$ cat src/rtl/hazard_forward_ctrl_pkg.sv
// Shared definitions for the RV32 hazard/forwarding control block:
// forwarding select codes, FSM state encoding and the register index width.
package hazard_forward_ctrl_pkg;

  localparam int REG_AW = 5;

  localparam logic [1:0] FWD_IDEX  = 2'b00;
  localparam logic [1:0] FWD_EXMEM = 2'b01;
  localparam logic [1:0] FWD_MEMWB = 2'b10;

  typedef enum logic {
    ST_RUN      = 1'b0,
    ST_MEM_WAIT = 1'b1
  } state_e;

  // The younger EX/MEM result always shadows the older MEM/WB value.
  function automatic logic [1:0] fwd_pick(input logic mem_hit, input logic wb_hit);
    if (mem_hit) begin
      return FWD_EXMEM;
    end
    if (wb_hit) begin
      return FWD_MEMWB;
    end
    return FWD_IDEX;
  endfunction

endpackage

$ cat src/rtl/hazard_forward_ctrl_fwd_select.sv
// Priority compare producing the ALU forwarding select for one EX operand.
// x0 is hard-wired zero and is never forwarded.
module fwd_select
  import hazard_forward_ctrl_pkg::*;
#(
  parameter int REG_AW = hazard_forward_ctrl_pkg::REG_AW
) (
  input  logic [REG_AW-1:0] ex_rs,
  input  logic [REG_AW-1:0] mem_rd,
  input  logic              mem_reg_write,
  input  logic [REG_AW-1:0] wb_rd,
  input  logic              wb_reg_write,
  output logic [1:0]        sel
);

  logic mem_hit;
  logic wb_hit;

  assign mem_hit = mem_reg_write && (mem_rd != '0) && (mem_rd == ex_rs);
  assign wb_hit  = wb_reg_write  && (wb_rd  != '0) && (wb_rd  == ex_rs);
  assign sel     = fwd_pick(mem_hit, wb_hit);

endmodule

$ cat src/rtl/hazard_forward_ctrl.sv
// Forwarding, load-use stall, branch flush and memory-wait freeze control for
// the 5-stage RV32 pipeline. Define HAZARD_PERF_CNT_EN to add perf counters.
module hazard_forward_ctrl
  import hazard_forward_ctrl_pkg::*;
#(
  parameter int REG_AW = hazard_forward_ctrl_pkg::REG_AW
`ifdef HAZARD_PERF_CNT_EN
  ,
  parameter int CNT_W  = 32
`endif
) (
  input  logic              clk_i,
  input  logic              rst_i,
  input  logic [REG_AW-1:0] ID_rs1_i,
  input  logic [REG_AW-1:0] ID_rs2_i,
  input  logic [REG_AW-1:0] EX_rs1_i,
  input  logic [REG_AW-1:0] EX_rs2_i,
  input  logic [REG_AW-1:0] EX_rd_i,
  input  logic              EX_MemRead_i,
  input  logic [REG_AW-1:0] MEM_rd_i,
  input  logic              MEM_RegWrite_i,
  input  logic              MEM_req_i,
  input  logic              mem_ack_i,
  input  logic [REG_AW-1:0] WB_rd_i,
  input  logic              WB_RegWrite_i,
  input  logic              branch_taken_i,
  output logic [1:0]        ForwardA_o,
  output logic [1:0]        ForwardB_o,
  output logic              PCWrite_o,
  output logic              IFID_Write_o,
  output logic              IDEX_Bubble_o,
  output logic              IFID_Flush_o,
  output logic              Freeze_o
`ifdef HAZARD_PERF_CNT_EN
  ,
  output logic [CNT_W-1:0]  lu_cnt_o,
  output logic [CNT_W-1:0]  frz_cnt_o
`endif
);

  state_e     state_q;
  state_e     state_d;
  logic       freeze;
  logic       load_use;
  logic [1:0] fwd_a;
  logic [1:0] fwd_b;

  fwd_select #(.REG_AW(REG_AW)) u_fwd_a (
    .ex_rs         (EX_rs1_i),
    .mem_rd        (MEM_rd_i),
    .mem_reg_write (MEM_RegWrite_i),
    .wb_rd         (WB_rd_i),
    .wb_reg_write  (WB_RegWrite_i),
    .sel           (fwd_a)
  );

  fwd_select #(.REG_AW(REG_AW)) u_fwd_b (
    .ex_rs         (EX_rs2_i),
    .mem_rd        (MEM_rd_i),
    .mem_reg_write (MEM_RegWrite_i),
    .wb_rd         (WB_rd_i),
    .wb_reg_write  (WB_RegWrite_i),
    .sel           (fwd_b)
  );

  assign load_use = EX_MemRead_i && (EX_rd_i != '0) &&
                    ((EX_rd_i == ID_rs1_i) || (EX_rd_i == ID_rs2_i));

  always_ff @(posedge clk_i or posedge rst_i) begin
    if (rst_i) begin
      state_q <= ST_RUN;
    end else begin
      state_q <= state_d;
    end
  end

  // Freeze drops in the ack cycle itself so the pipeline advances on that edge.
  always_comb begin
    state_d = state_q;
    freeze  = 1'b0;
    case (state_q)
      ST_RUN: begin
        if (MEM_req_i && !mem_ack_i) begin
          state_d = ST_MEM_WAIT;
          freeze  = 1'b1;
        end
      end
      ST_MEM_WAIT: begin
        if (mem_ack_i) begin
          state_d = ST_RUN;
        end else begin
          freeze = 1'b1;
        end
      end
      default: begin
        state_d = ST_RUN;
      end
    endcase
  end

  // Priority freeze > load-use > flush; reset forces the idle pattern.
  always_comb begin
    ForwardA_o    = FWD_IDEX;
    ForwardB_o    = FWD_IDEX;
    PCWrite_o     = 1'b1;
    IFID_Write_o  = 1'b1;
    IDEX_Bubble_o = 1'b0;
    IFID_Flush_o  = 1'b0;
    Freeze_o      = 1'b0;
    if (!rst_i) begin
      ForwardA_o = fwd_a;
      ForwardB_o = fwd_b;
      if (freeze) begin
        Freeze_o     = 1'b1;
        PCWrite_o    = 1'b0;
        IFID_Write_o = 1'b0;
      end else if (load_use) begin
        PCWrite_o     = 1'b0;
        IFID_Write_o  = 1'b0;
        IDEX_Bubble_o = 1'b1;
      end else if (branch_taken_i) begin
        IFID_Flush_o = 1'b1;
      end
    end
  end

`ifdef HAZARD_PERF_CNT_EN
  function automatic logic [CNT_W-1:0] sat_inc(input logic [CNT_W-1:0] v);
    if (&v) begin
      return v;
    end
    return v + {{(CNT_W-1){1'b0}}, 1'b1};
  endfunction

  always_ff @(posedge clk_i or posedge rst_i) begin
    if (rst_i) begin
      lu_cnt_o  <= '0;
      frz_cnt_o <= '0;
    end else begin
      if (IDEX_Bubble_o) begin
        lu_cnt_o <= sat_inc(lu_cnt_o);
      end
      if (Freeze_o) begin
        frz_cnt_o <= sat_inc(frz_cnt_o);
      end
    end
  end
`endif

endmodule

$ cat config.mk
export PLATFORM = sky130hd
export DESIGN_NAME = hazard_forward_ctrl
export DESIGN_NICKNAME = d
export VERILOG_FILES = /design/src/rtl/hazard_forward_ctrl_pkg.sv /design/src/rtl/hazard_forward_ctrl_fwd_select.sv /design/src/rtl/hazard_forward_ctrl.sv
export SDC_FILE = /design/constraint.sdc
export NUM_CORES = 1
export LEC_CHECK = 0
export ABC_CLOCK_PERIOD_IN_PS = 1850
export CAP_MARGIN = 30
export CELL_PAD_IN_SITES_DETAIL_PLACEMENT = 0
export CELL_PAD_IN_SITES_GLOBAL_PLACEMENT = 1
export CORE_MARGIN = 2
export CORE_UTILIZATION = 17
export CTS_CLUSTER_DIAMETER = 100
export CTS_CLUSTER_SIZE = 16
export DETAILED_ROUTE_END_ITERATION = 16
export GPL_TIMING_DRIVEN = 0
export PLACE_DENSITY = 0.76
export REMOVE_ABC_BUFFERS = 1
export SKIP_LAST_GASP = 1
export SLEW_MARGIN = 20
export SYNTH_ARGS = -nofsm -noshare
export SYNTH_HDL_FRONTEND = slang
export SYNTH_SLANG_ARGS = --single-unit
$ cat constraint.sdc
create_clock -name clk_i -period 1.85 [get_ports clk_i]
set_input_delay 0.37 -clock clk_i [delete_from_list [all_inputs] [get_ports clk_i]]
set_output_delay 0.37 -clock clk_i [all_outputs]
set_load 0.05 [all_outputs]
* Word-level counts from Yosys, hierarchy flattened *
Cells that the tools add are included.

storage, ports and cells
  word-level logic and storage cells = 53
  bits in registers = 1

operators by class
  mux-type cells = 31
  reduce and logical (&&, ||, !) cells = 14
  equality and inequality tests = 6
  bitwise logic cells = 1

operators with widths
  kind                                   count
  5-bit equality test                    6
  1-bit 2-to-1 mux                       20
  2-bit 2-to-1 mux                       10
  5-bit nonzero test                     3
  1-bit logical AND                      9
  1-bit one-hot mux with 2 select lines  1
  1-bit logical NOT                      1
  1-bit logical OR                       1
  1-bit NOT                              1

* Longest topological paths before layout *
Gate-level depths: netlist of run 1.

  depth in word-level cells = 8
  gate-level depth with buffers = 5

* Modules after synthesis *
Synthesis of run 1 repeated with hierarchy kept, for this count alone.

second synthesis, totals
  cells, all modules = 74
  area, all modules = 546.8 µm²

by module, submodules not included
  module               sequential area each (µm²)  times used  cells an instance  area an instance (µm²)
  fwd_select           0.0                         2           21                 158.9
  hazard_forward_ctrl  25.0                        1           32                 229.0

* Least setup slack after synthesis of run 1 *
No wires, ideal clock.

  kind = input-to-output
  start = input port EX_rd_i[1]
  end = output port PCWrite_o
  cell stages on the path = 5
  slack = -0.826 ns
  data arrival time = 2.306 ns
  data required time = 1.480 ns
  cells stage by stage = or4_1 o21ai_0 inv_1 a31oi_1 buf_4

between the ends
  longest elaborated chain between the ends = 6

RTL lines
  item                                                       RTL line                                              text
  start, declared                                            hazard_forward_ctrl.sv:18                             input logic [REG_AW-1:0] EX_rd_i,
  5-bit equality test or 5-bit nonzero test (tied branches)  hazard_forward_ctrl.sv:67, hazard_forward_ctrl.sv:66
  1-bit logical OR or 1-bit logical AND (tied branches)      hazard_forward_ctrl.sv:67, hazard_forward_ctrl.sv:66
  1-bit logical AND (*)                                      hazard_forward_ctrl.sv:66                             assign load_use = EX_MemRead_i && (EX_rd_i != '0) &&
  1-bit 2-to-1 mux (*) (3 in a row)                          -
  end, declared                                              hazard_forward_ctrl.sv:29                             output logic PCWrite_o,

Every way passes the cells marked *; elsewhere a longest branch is shown, timed or not.

* Worst setup path after layout of run 1 *
  start = input port rst_i
  end = output port ForwardA_o[1]

between the ends
  longest elaborated chain between the ends = 1

RTL lines
  item              RTL line                    text
  start, declared   hazard_forward_ctrl.sv:13   input logic rst_i,
  2-bit 2-to-1 mux  hazard_forward_ctrl.sv:110  if (!rst_i) begin
  end, declared     hazard_forward_ctrl.sv:27   output logic [1:0] ForwardA_o,

Every way passes these cells.

==> impl_metrics.yaml, run 1 <==
sta:
  rsz0062_at_grt: "yes"
  worst_pin_slew_ps: 259
  finalSetupViolations: 9
  timing.fmax_ghz: 0.473
  worst_slack_ps: -263
  period_minus_slack_ps: 2110
  fin_worst_skew_ps: 0
  final-hold-violation-count: 0
  max_slew_margin: 0.826
  min_period_over_period: 1.14
  maxSlewViolCount: 0
clocking:
  worstSkewPairLatency_ps: 0
  cts.clk_slew.worst_paths_ps: 0
  cts_hold_buf: 0
placement:
  dp_hpwl_mm: 1.63
  place_congestion: 0.681
  dp_cells: 145
  dp_worst_setup_slack_ps: -1340
  port_buffers: 51
die:
  start_util: 0.178
  die-area_um2: 3330
  die_w_um: 57.7
  row_count: 19
  die_h_um: 57.7
  io-pin-count: 52
  core_area_um2: 2760
drt:
  via_count: 663
  via_per_inst: 4.33
  ant_nets: 0
  first_pass_iters: 4
  wl_per_cell_um: 13.4
  routed_wl_mm: 2.05
  drc: 0
  drt_iter0_markers: 13
logic_synthesis:
  syn-cell-area_um2: 490
  yosysWarnings: 0
  ys_seq_area_frac: 0.0510
  synth_top_family_by_area: "XOR/XNOR gates"
  synth_xor_area_frac: 0.536
  ys_top_cells_by_area: "xnor2_1 (36%), xor2_1 (18%), or4_1 (7.7%)"
  synthCells: 64
  yosys.area.top_type_share: 0.357
  ys_ff_latch: 1
  synthAdderAreaFrac: 0
  synth_compound_area_frac: 0.0944
  avgSynthCellArea_um2: 7.66
  synth_cell_type_count: 20
  yosysTopAreaCell: "xnor2_1"
  synth-simple-area-share: 0.281
  synth_mux_area_frac: 0
setup_path:
  cp_top_family: "simple AND/OR/NAND/NOR gates"
  crit_path_max_fanout: 4
  cpMaxStageDelayCell: "or4_4"
  arrival_ps: 1740
  path_cells: "clkdlybuf4s15_2 -> inv_2 -> o211ai_1 -> or4_4 -> nor4_2 -> buf_4"
  worstSetupStartpointType: "primary input"
  critical_path_required_ps: 1480
  cpPeakStageDelay_ps: 430
  end_kind: "output port"
  worstSetupPathType: "in -> out"
  cp_num_buf_inv: 3
pwr:
  p_comb_frac: 0.915
  p_per_area_nw_per_um2: 250
  ir_worst_vdd_mv: 0.162
  clock_power_share: 0
  p_seq_frac: 0.085
  p_switching_uw: 127
  p_leak_nw: 0.502
  total_power_uw: 286
  p_int_uw: 159
  switching_share: 0.444
global_route:
  grt_pass1_wl_mm: 3.36
  globalRoute.totalOverflow: 0
  grt_pass1_vias: 750
  grt_util_all_layers: 0.123
  antenna_found_initial: 0
  grt_max_degree: 5
status:
  status: "finished, violations left"
  violations: "setup timing"
cells_and_area:
  fin_cells: 153
  diodes: 0
  largest_reg_flops: 1
  layout_common_cells: "xnor2_1 (19), buf_2 (13), dlygate4sd2_1 (13)"
  drive_gt1_frac: 0.475
  largest_register: "state_q"
  num-nets-final: 167
  syn_to_final_growth_pct: 133
  reg.largest.list: "state_q x1"
  regArea_um2: 25.0
  n_fill_cell: 301
  multi_input_area_um2: 552
  final_common_cell: "xnor2_1"
job:
  drv_cap: 0
worst_hold_path:
  hp-class: "in -> async"
-- metal layers --
layer  part of all wire  GRT usage
met4              0.010     0.0166
met5                  0          0
met3              0.062    0.00893
met2               0.55      0.239
met1               0.37      0.149
-- repair_timing --
item                                    CTS  global route
endpoints found under the setup margin    9             9
gates resized for setup                 174            22
hold endpoints to repair                  0             0
setup buffers                             6             2
pin swaps                                27            14
-- metrics by stage --
step / hold WS [ps] / TNS, ps / utilization / cell area (µm²)
final: 498 / -848 / 0.414 / 1140
after global routing: 527 / -1320 / 0.414 / 1140
after CTS: 478 / -1170 / 0.379 / 1050
after detailed placement: 512 / -9450 / 0.374 / 1030
after global placement: 494 / -9400 / 0.374 / 1030
after floorplan: 129 / -5220 / - / 483
-- final timing paths --
check,depth (start not counted),endpoint,startpoint,slack (ps)
min reg2reg,2,state_q,state_q,500
min in group clk_i,2,state_q,state_q,500
max in group asynchronous,3,state_q,rst_i,1240
min,3,state_q,rst_i,500
max,6,ForwardA_o[1],rst_i,-260
max reg2reg,2,state_q,state_q,1140
-- power groups by stage --
stage | Sequential, mW | Combinational, mW | Clock [mW]
floorplan | 0.0240 | 0.0998 | 0
global placement | 0.0240 | 0.232 | 0
detailed placement | 0.0241 | 0.234 | 0
CTS | 0.0241 | 0.236 | 0
global route | 0.0244 | 0.282 | 0
finish | 0.0244 | 0.261 | 0
-- worst min-delay path: stages --
cell and delay [ps]:
clkdlybuf4s15_2 240, inv_2 80, buf_4 130
-- Yosys cell counts --
| cell type | n |
|---|---|
| dfrtp_1 | 1 |
| o22ai_1 | 1 |
| nand2_1 | 4 |
| a31oi_1 | 1 |
| xnor2_1 | 20 |
| buf_4 | 1 |
| or4_1 | 5 |
| and4_1 | 1 |
| o21bai_1 | 1 |
| nor4_2 | 2 |
| nor2_1 | 1 |
| o21ai_2 | 1 |
| a21oi_1 | 1 |
| xor2_1 | 10 |
| o21ai_0 | 1 |
| inv_1 | 3 |
| nor3_1 | 2 |
| nor4_1 | 2 |
| o211ai_1 | 1 |
| nand3_1 | 5 |
-- final cells by class --
type,count,area share
inverter,3,0.00987
tap,31,0.0340
sequential,1,0.0219
multi-input combinational,59,0.484
timing repair buffer,59,0.451
-- logic make-up (layout without fill, tap and decap cells) --
kind of cell / Yosys count / count (layout)
xor gates and xnor gates: 30 / 30
buffers and inverters: 4 / 62
AOI/OAI and AO/OA: 7 / 7
and+or+nand+nor: 22 / 22
DFF: 1 / 1
No activity file was read; power rests on OpenSTA's default activity.
==> run 2, diff against run 1 <==
--- a/config.mk
+++ b/config.mk
@@ -6,7 +6,6 @@
 export NUM_CORES = 1
 export LEC_CHECK = 0
 export ABC_CLOCK_PERIOD_IN_PS = 1850
-export CAP_MARGIN = 30
 export CELL_PAD_IN_SITES_DETAIL_PLACEMENT = 0
 export CELL_PAD_IN_SITES_GLOBAL_PLACEMENT = 1
 export CORE_MARGIN = 2
==> results of run 2 <==
Same layout as run 1: the final DEF is identical, and so are final timing and power.
